===== config.mk =====
export PLATFORM = sky130hd
export DESIGN_NAME = axi4_rd_sched_arbiter_flat
export DESIGN_NICKNAME = d
export VERILOG_FILES = /design/src/rtl/axi4_rd_sched_arbiter_if.sv /design/src/rtl/axi4_rd_sched_arbiter.sv /design/src/flat_wrapper.sv
export SDC_FILE = /design/constraint.sdc
export NUM_CORES = 1
export LEC_CHECK = 0
export ABC_AREA = 1
export CORE_AREA = 4 4 123 125
export CTS_CLUSTER_DIAMETER = 50
export DETAILED_ROUTE_END_ITERATION = 8
export DIE_AREA = 0 0 127 129
export PLACE_DENSITY = 0.82
export SLEW_MARGIN = 10
export SYNTH_ARGS = -nofsm -noshare
export SYNTH_HDL_FRONTEND = slang
export SYNTH_SLANG_ARGS = --single-unit
export TNS_END_PERCENT = 10

===== constraint.sdc =====
create_clock -name axi_aclk -period 4.5 [get_ports axi_aclk]
set_input_delay 0.9 -clock axi_aclk [delete_from_list [all_inputs] [get_ports axi_aclk]]
set_output_delay 0.9 -clock axi_aclk [all_outputs]
set_load 0.005 [all_outputs]

===== src/rtl/axi4_rd_sched_arbiter_if.sv =====
// Bus bundle for axi4_rd_sched_arbiter: NUM requester AR/R channels plus the shared AXI4 read master port.
// master = the scheduler's view; slave = requesters and downstream packet FIFO.
interface axi4_rd_sched_arbiter_if #(
  parameter int NUM    = 4,
  parameter int ASIZE  = 32,
  parameter int LSIZE  = 8,
  parameter int IDSIZE = 4,
  parameter int DSIZE  = 32
);
  logic [NUM-1:0]        s_arvalid;
  logic [NUM-1:0]        s_arready;
  logic [NUM*ASIZE-1:0]  s_araddr;
  logic [NUM*LSIZE-1:0]  s_arlen;
  logic [NUM*IDSIZE-1:0] s_arid;
  logic [NUM-1:0]        s_rvalid;
  logic [NUM-1:0]        s_rready;
  logic [DSIZE-1:0]      s_rdata;
  logic [IDSIZE-1:0]     s_rid;
  logic                  s_rlast;

  logic                  m_arvalid;
  logic                  m_arready;
  logic [ASIZE-1:0]      m_araddr;
  logic [LSIZE-1:0]      m_arlen;
  logic [IDSIZE-1:0]     m_arid;
  logic                  m_rvalid;
  logic                  m_rready;
  logic [DSIZE-1:0]      m_rdata;
  logic [IDSIZE-1:0]     m_rid;
  logic                  m_rlast;

  modport master (
    input  s_arvalid, s_araddr, s_arlen, s_arid, s_rready,
           m_arready, m_rvalid, m_rdata, m_rid, m_rlast,
    output s_arready, s_rvalid, s_rdata, s_rid, s_rlast,
           m_arvalid, m_araddr, m_arlen, m_arid, m_rready
  );

  modport slave (
    output s_arvalid, s_araddr, s_arlen, s_arid, s_rready,
           m_arready, m_rvalid, m_rdata, m_rid, m_rlast,
    input  s_arready, s_rvalid, s_rdata, s_rid, s_rlast,
           m_arvalid, m_araddr, m_arlen, m_arid, m_rready
  );
endinterface


===== src/rtl/axi4_rd_sched_arbiter.sv =====
// Round-robin AR scheduler sharing one AXI4 read master among NUM requesters; R bursts steered back in issue order.
// Latency: s_arready pulse in T, m_arvalid from T+1 (one AR per 2 cycles); R path combinational, zero added latency.
// Backpressure: no grant while hold is full or DEPTH bursts are outstanding; m_rready follows the head requester. AXI4_RD_SCHED_WDOG_EN adds a sticky R-stall watchdog.
module axi4_rd_sched_arbiter #(
  parameter int NUM    = 4,
  parameter int ASIZE  = 32,
  parameter int LSIZE  = 8,
  parameter int IDSIZE = 4,
  parameter int DSIZE  = 32,
  parameter int DEPTH  = 4,
  parameter int WDOG   = 1024
) (
  input  logic                   axi_aclk,
  input  logic                   axi_aresetn,
  axi4_rd_sched_arbiter_if.master bus,
  output logic [4:0]             outstanding,
  output logic                   wdog_err
);
  localparam int IW = (NUM > 1) ? $clog2(NUM) : 1;
  localparam int PW = (DEPTH > 1) ? $clog2(DEPTH) : 1;
  localparam int CW = $clog2(DEPTH + 1);

  logic              hold_vld_q, hold_vld_d;
  logic [ASIZE-1:0]  hold_addr_q, hold_addr_d;
  logic [LSIZE-1:0]  hold_len_q, hold_len_d;
  logic [IDSIZE-1:0] hold_id_q, hold_id_d;
  logic [IW-1:0]     hold_idx_q, hold_idx_d;
  logic [IW-1:0]     rr_ptr_q, rr_ptr_d;

  logic [IW-1:0]     ord_mem_q [DEPTH];
  logic [IW-1:0]     ord_mem_d [DEPTH];
  logic [PW-1:0]     wr_ptr_q, wr_ptr_d;
  logic [PW-1:0]     rd_ptr_q, rd_ptr_d;
  logic [CW-1:0]     ord_cnt_q, ord_cnt_d;

  logic              ord_empty;
  logic [IW-1:0]     head_idx;
  logic [4:0]        outstanding_w;
  logic              grant_ok;
  logic              grant_vld;
  logic [IW-1:0]     grant_idx;
  logic [IW:0]       cand_sum;
  logic [IW-1:0]     cand;
  logic              ar_hs;
  logic              r_hs;
  logic              push;
  logic              pop;
  logic              m_rready_w;
  logic [NUM-1:0]    s_arready_w;
  logic [NUM-1:0]    s_rvalid_w;

  function automatic logic [PW-1:0] ptr_inc(input logic [PW-1:0] p);
    return (p == PW'(DEPTH - 1)) ? '0 : p + PW'(1);
  endfunction

  assign ord_empty     = (ord_cnt_q == '0);
  assign head_idx      = ord_mem_q[rd_ptr_q];
  assign outstanding_w = 5'(hold_vld_q) + 5'(ord_cnt_q);
  assign outstanding   = outstanding_w;

  // Reset gates the grant so s_arready stays low while axi_aresetn is asserted.
  assign grant_ok = axi_aresetn && !hold_vld_q && (outstanding_w < 5'(DEPTH));

  always_comb begin
    grant_vld = 1'b0;
    grant_idx = '0;
    cand_sum  = '0;
    cand      = '0;
    for (int i = 0; i < NUM; i++) begin
      cand_sum = {1'b0, rr_ptr_q} + (IW+1)'(i);
      if (cand_sum >= (IW+1)'(NUM)) cand_sum = cand_sum - (IW+1)'(NUM);
      cand = cand_sum[IW-1:0];
      if (!grant_vld && bus.s_arvalid[cand]) begin
        grant_vld = 1'b1;
        grant_idx = cand;
      end
    end
    grant_vld = grant_vld && grant_ok;
  end

  always_comb begin
    s_arready_w = '0;
    if (grant_vld) s_arready_w[grant_idx] = 1'b1;
  end

  assign bus.s_arready = s_arready_w;
  assign bus.m_arvalid = hold_vld_q;
  assign bus.m_araddr  = hold_addr_q;
  assign bus.m_arlen   = hold_len_q;
  assign bus.m_arid    = hold_id_q;

  assign ar_hs = hold_vld_q && bus.m_arready;

  always_comb begin
    hold_vld_d  = hold_vld_q;
    hold_addr_d = hold_addr_q;
    hold_len_d  = hold_len_q;
    hold_id_d   = hold_id_q;
    hold_idx_d  = hold_idx_q;
    rr_ptr_d    = rr_ptr_q;
    if (ar_hs) hold_vld_d = 1'b0;
    if (grant_vld) begin
      hold_vld_d  = 1'b1;
      hold_addr_d = bus.s_araddr[grant_idx*ASIZE +: ASIZE];
      hold_len_d  = bus.s_arlen[grant_idx*LSIZE +: LSIZE];
      hold_id_d   = bus.s_arid[grant_idx*IDSIZE +: IDSIZE];
      hold_idx_d  = grant_idx;
      rr_ptr_d    = (grant_idx == IW'(NUM - 1)) ? '0 : grant_idx + IW'(1);
    end
  end

  // R steering: bursts return in issue order, so the queue head owns the channel.
  always_comb begin
    s_rvalid_w = '0;
    m_rready_w = 1'b0;
    if (!ord_empty) begin
      s_rvalid_w[head_idx] = bus.m_rvalid;
      m_rready_w           = bus.s_rready[head_idx];
    end
  end

  assign bus.s_rvalid = s_rvalid_w;
  assign bus.m_rready = m_rready_w;
  assign bus.s_rdata  = bus.m_rdata;
  assign bus.s_rid    = bus.m_rid;
  assign bus.s_rlast  = bus.m_rlast;

  assign r_hs = bus.m_rvalid && m_rready_w;
  assign push = ar_hs;
  assign pop  = r_hs && bus.m_rlast;

  always_comb begin
    ord_mem_d = ord_mem_q;
    wr_ptr_d  = wr_ptr_q;
    rd_ptr_d  = rd_ptr_q;
    ord_cnt_d = ord_cnt_q;
    if (push) begin
      ord_mem_d[wr_ptr_q] = hold_idx_q;
      wr_ptr_d            = ptr_inc(wr_ptr_q);
    end
    if (pop) rd_ptr_d = ptr_inc(rd_ptr_q);
    case ({push, pop})
      2'b10:   ord_cnt_d = ord_cnt_q + CW'(1);
      2'b01:   ord_cnt_d = ord_cnt_q - CW'(1);
      default: ord_cnt_d = ord_cnt_q;
    endcase
  end

  always_ff @(posedge axi_aclk or negedge axi_aresetn) begin
    if (!axi_aresetn) begin
      hold_vld_q  <= 1'b0;
      hold_addr_q <= '0;
      hold_len_q  <= '0;
      hold_id_q   <= '0;
      hold_idx_q  <= '0;
      rr_ptr_q    <= '0;
      ord_mem_q   <= '{default: '0};
      wr_ptr_q    <= '0;
      rd_ptr_q    <= '0;
      ord_cnt_q   <= '0;
    end else begin
      hold_vld_q  <= hold_vld_d;
      hold_addr_q <= hold_addr_d;
      hold_len_q  <= hold_len_d;
      hold_id_q   <= hold_id_d;
      hold_idx_q  <= hold_idx_d;
      rr_ptr_q    <= rr_ptr_d;
      ord_mem_q   <= ord_mem_d;
      wr_ptr_q    <= wr_ptr_d;
      rd_ptr_q    <= rd_ptr_d;
      ord_cnt_q   <= ord_cnt_d;
    end
  end

`ifdef AXI4_RD_SCHED_WDOG_EN
  localparam int WW = $clog2(WDOG + 1);

  logic [WW-1:0] wdog_cnt_q, wdog_cnt_d;
  logic          wdog_err_q, wdog_err_d;

  always_comb begin
    wdog_cnt_d = '0;
    if (!ord_empty && !r_hs)
      wdog_cnt_d = (wdog_cnt_q == WW'(WDOG)) ? wdog_cnt_q : wdog_cnt_q + WW'(1);
    wdog_err_d = wdog_err_q || (wdog_cnt_d == WW'(WDOG));
  end

  always_ff @(posedge axi_aclk or negedge axi_aresetn) begin
    if (!axi_aresetn) begin
      wdog_cnt_q <= '0;
      wdog_err_q <= 1'b0;
    end else begin
      wdog_cnt_q <= wdog_cnt_d;
      wdog_err_q <= wdog_err_d;
    end
  end

  assign wdog_err = wdog_err_q;
`else
  assign wdog_err = 1'b0;
`endif
endmodule


===== src/flat_wrapper.sv =====
// flat-port wrapper written by rule: the top's interface ports become plain ports
module axi4_rd_sched_arbiter_flat 
#(
  parameter int NUM    = 4,
  parameter int ASIZE  = 32,
  parameter int LSIZE  = 8,
  parameter int IDSIZE = 4,
  parameter int DSIZE  = 32,
  parameter int DEPTH  = 4,
  parameter int WDOG   = 1024
)
  (axi_aclk, axi_aresetn, outstanding, wdog_err, bus_s_arvalid, bus_s_araddr, bus_s_arlen, bus_s_arid, bus_s_rready, bus_m_arready, bus_m_rvalid, bus_m_rdata, bus_m_rid, bus_m_rlast, bus_s_arready, bus_s_rvalid, bus_s_rdata, bus_s_rid, bus_s_rlast, bus_m_arvalid, bus_m_araddr, bus_m_arlen, bus_m_arid, bus_m_rready);
  axi4_rd_sched_arbiter_if #(.NUM(NUM), .ASIZE(ASIZE), .LSIZE(LSIZE), .IDSIZE(IDSIZE), .DSIZE(DSIZE)) bus_i ();
  input  logic axi_aclk;
  input  logic axi_aresetn;
  output logic [4:0] outstanding;
  output logic wdog_err;
  input wire logic [$bits(bus_i.s_arvalid)-1:0] bus_s_arvalid;
  input wire logic [$bits(bus_i.s_araddr)-1:0] bus_s_araddr;
  input wire logic [$bits(bus_i.s_arlen)-1:0] bus_s_arlen;
  input wire logic [$bits(bus_i.s_arid)-1:0] bus_s_arid;
  input wire logic [$bits(bus_i.s_rready)-1:0] bus_s_rready;
  input wire logic [$bits(bus_i.m_arready)-1:0] bus_m_arready;
  input wire logic [$bits(bus_i.m_rvalid)-1:0] bus_m_rvalid;
  input wire logic [$bits(bus_i.m_rdata)-1:0] bus_m_rdata;
  input wire logic [$bits(bus_i.m_rid)-1:0] bus_m_rid;
  input wire logic [$bits(bus_i.m_rlast)-1:0] bus_m_rlast;
  output wire logic [$bits(bus_i.s_arready)-1:0] bus_s_arready;
  output wire logic [$bits(bus_i.s_rvalid)-1:0] bus_s_rvalid;
  output wire logic [$bits(bus_i.s_rdata)-1:0] bus_s_rdata;
  output wire logic [$bits(bus_i.s_rid)-1:0] bus_s_rid;
  output wire logic [$bits(bus_i.s_rlast)-1:0] bus_s_rlast;
  output wire logic [$bits(bus_i.m_arvalid)-1:0] bus_m_arvalid;
  output wire logic [$bits(bus_i.m_araddr)-1:0] bus_m_araddr;
  output wire logic [$bits(bus_i.m_arlen)-1:0] bus_m_arlen;
  output wire logic [$bits(bus_i.m_arid)-1:0] bus_m_arid;
  output wire logic [$bits(bus_i.m_rready)-1:0] bus_m_rready;
  assign bus_i.s_arvalid = bus_s_arvalid;
  assign bus_i.s_araddr = bus_s_araddr;
  assign bus_i.s_arlen = bus_s_arlen;
  assign bus_i.s_arid = bus_s_arid;
  assign bus_i.s_rready = bus_s_rready;
  assign bus_i.m_arready = bus_m_arready;
  assign bus_i.m_rvalid = bus_m_rvalid;
  assign bus_i.m_rdata = bus_m_rdata;
  assign bus_i.m_rid = bus_m_rid;
  assign bus_i.m_rlast = bus_m_rlast;
  assign bus_s_arready = bus_i.s_arready;
  assign bus_s_rvalid = bus_i.s_rvalid;
  assign bus_s_rdata = bus_i.s_rdata;
  assign bus_s_rid = bus_i.s_rid;
  assign bus_s_rlast = bus_i.s_rlast;
  assign bus_m_arvalid = bus_i.m_arvalid;
  assign bus_m_araddr = bus_i.m_araddr;
  assign bus_m_arlen = bus_i.m_arlen;
  assign bus_m_arid = bus_i.m_arid;
  assign bus_m_rready = bus_i.m_rready;
  axi4_rd_sched_arbiter #(.NUM(NUM), .ASIZE(ASIZE), .LSIZE(LSIZE), .IDSIZE(IDSIZE), .DSIZE(DSIZE), .DEPTH(DEPTH), .WDOG(WDOG)) u_core (.axi_aclk(axi_aclk), .axi_aresetn(axi_aresetn), .bus(bus_i), .outstanding(outstanding), .wdog_err(wdog_err));
endmodule

==> impl_metrics.csv, run 1 <==
group,metric,value,unit
detailed_routing,post_drt_via_cell_ratio,4.65,
clock_tree,hold_buffers,0,
timing,skew,0.00415,ns
finish,final_layout_size_suffix_gt1_frac,0.0748,
floorplanning,io_pins,322,
critical_path,required,3.60,ns
critical_path,worst_setup_path_end_kind,"output pin",
finish,final_common_cell,"nand2_1",
finish,multiInputGateArea,0.00288,mm²
critical_path,r2r_cells,14,
clock_tree,clock_sinks,64,
timing,final-setup-viol-count,0,
finish,fill_cells,1295,
clock_tree,cts_buffer_depth,2,
power,ir_drop,0.428,mV
global_routing,antenna_found_initial,0,
floorplanning,row_count,43,
critical_path,arrival,3.31,ns
timing,clock.fmax,238,MHz
flow_run,drv_cap,0,
yosys,synth_top_area_share,0.295,
global_routing,grt.total_usage,0.217,
clock_tree,cts_setup_buffers,0,
timing,relSlewSlack,0.444,
timing,report.final.hold_viol_count,0,
timing,finalCriticalPeriod,4.21,ns
floorplanning,die_w,127,µm
floorplanning,dieArea,0.0164,mm²
power,power_frac_clock,0.135,
yosys,yosysSeqAreaShare,0.295,
floorplanning,fp.coreArea,0.0139,mm²
timing,worst_slack,0.295,ns
timing,period_share,0.934,
clock_tree,clock_tree.root_cell,"clkbuf_16",
power,leakage,4.22,nW
detailed_routing,drtAntennaViolNets,0,
detailed_routing,avgRoutedWirePerCell,14.0,µm
floorplanning,die_height,129,µm
finish,syn2layout_area_growth,48.4,%
critical_path,crit_type,"primary input to output pin",
clock_tree,cts-buffers-inserted,9,
yosys,synth_area_leaders,"dfrtp_1, nand2_1, inv_1",
hold_path,hold_class,"register to register",
power,switchingPower,0.00282,W
detailed_routing,firstDrtPassIters,5,
floorplanning,initial_core_util,0.390,
power,power_frac_seq,0.181,
timing,tns,0,ns
finish,final_cell_mix,"nand2_1, clkdlybuf4s50_1, inv_1",
power,p_int,0.00302,W
power,power.density,726,mW/mm²
place,io_buffers,247,
power,total_power,0.00584,W
clock_tree,tritoncts,"yes",
critical_path,path_max_fanout,26,
finish,regArea,0.00160,mm²
finish,num-nets-final,1329,
yosys,synth_area,0.00542,mm²
timing,worst_slew_pin_slew,0.835,ns
yosys,netlist_instances,899,
timing,drv_slew,0,
critical_path,start_kind,"primary input",
finish,fin_util,0.579,
yosys,ys_ff_latch,64,
global_routing,grt_pass1_vias,5776,
clock_tree,clkTransAtPathRegs,0.06,ns
run_status,status,"completed",
power,switching_share,0.483,
place,post-dp-hpwl,13.6,mm
place,gp_congestion,0.872,
yosys,yosys.cell_types.count,30,
timing,grt_setup_unrepaired,"no",
hold_path,worstHoldPathCells,2,
detailed_routing,route.detailed.drc,0,
yosys,avgSynthCellArea,6.03,µm²
place,post-place-ws,0.306,ns
clock_tree,cts-resized-gates,0,
detailed_routing,routed_wl,17.9,mm
global_routing,grt_pass1_wl,28.3,mm
yosys,synth_top_cell_by_area,"dfrtp_1",
yosys,yosys_warnings,0,
detailed_routing,vias,5930,
detailed_routing,drt_iter0_drc,314,
clock_tree,cts_htree_levels,3,
power,comb_power_share,0.684,
finish,diodes,0,
global_routing,overflow,0,
global_routing,grt_max_degree,65,
clock_tree,clock_latency,0.33,ns
-- worst max-delay path, cell delays in order --
cell,delay (ns)
clkdlybuf4s50_1,0.44
inv_1,0.09
nand2_1,0.07
nand3_1,0.12
nand2_1,0.12
nor2_4,0.18
nand3_4,0.33
nand3_4,0.24
inv_2,0.07
ha_1,0.18
inv_1,0.07
nor2_1,0.04
clkdlybuf4s50_1,0.45
-- synthesized netlist by cell type (all sizes together) --
cell type,count
a32oi,1
o21ai,18
ha,12
xor2,1
buf,64
nand3,13
a21oi,6
nor3,6
nor2,101
conb,1
nand4,44
nand2,387
or2,46
inv,117
clkbuf,15
dfrtp,64
fa,1
xnor2,2
-- registers in the layout (all words and copies together), names as in the netlist --
name                  count
u_core.ord_mem_q          8
u_core.rr_ptr_q           2
u_core.bus.m_arlen        8
u_core.hold_idx_q         2
u_core.rd_ptr_q           2
u_core.bus.m_arvalid      1
u_core.bus.m_arid         4
u_core.ord_cnt_q          3
u_core.wr_ptr_q           2
u_core.bus.m_araddr      32
-- routing by layer --
metal,vias to the layer above,wire (µm),track usage
li1,3041,-,-
met1,2578,7050,0.246
met2,270,8580,0.372
met3,41,1800,0.0776
met4,0,488,0.0890
met5,-,0,0
-- per-stage QoR --
stage                     hold WS, ns  instances  area, µm²
after detailed placement        0.476       1260       7710
after CTS                       0.490       1276       8040
after global routing            0.509       1276       8040
after global placement          0.461       1260       7710
final                           0.487       1276       8040
after floorplan                 0.445        900       5420
-- power groups by stage --
stage	Sequential (W)	Clock (W)	Combinational (W)
2_1_floorplan	0.00104	0	0.00267
3_3_place_gp	0.00105	0	0.00395
3_5_place_dp	0.00106	0	0.00402
4_1_cts	0.00106	0.000802	0.00404
5_1_grt	0.00109	0.000834	0.00453
6_report	0.00106	0.000788	0.00399
-- logic make-up (layout without fill, tap and decap cells) --
kind of cell	count (synthesis)	count (layout)	synth area share
fa+ha+maj	13	13	0.0314
flops	64	64	0.295
other cells	1	2	0.000692
simple gates	597	597	0.468
xor+xnor	3	3	0.00485
compound gates	25	25	0.0245
buf+inv	196	392	0.175
-- cell type report --
type	instances	share of cell area
inverters	117	0.0549
well taps	180	0.0280
clock inverters	2	0.00747
multi-input cells	640	0.358
flip-flops and latches	64	0.199
clock buffers	14	0.0341
repair buffers	259	0.318
-- final timing paths --
| check | from | to | slack, ns |
|---|---|---|---|
| min in group asynchronous | axi_aresetn | u_core.bus.m_arlen[4] | 0.82 |
| worst max register to register | u_core.rr_ptr_q[0] | u_core.bus.m_araddr[15] | 1.48 |
| worst min register to register | u_core.ord_mem_q[4] | u_core.ord_mem_q[4] | 0.49 |
| worst min-delay path | u_core.ord_mem_q[4] | u_core.ord_mem_q[4] | 0.49 |
| worst max-delay path | bus_s_arvalid[3] | bus_s_arready[3] | 0.29 |
| max in group asynchronous | axi_aresetn | u_core.bus.m_araddr[11] | 3.14 |
Note: power is estimated with default switching activity, not from simulation.
==> inputs of run 2 (changes only) <==
- CAP_MARGIN: not set -> 20
==> results of run 2 <==
The final DEF is identical to that of run 1; final timing and power are the same.
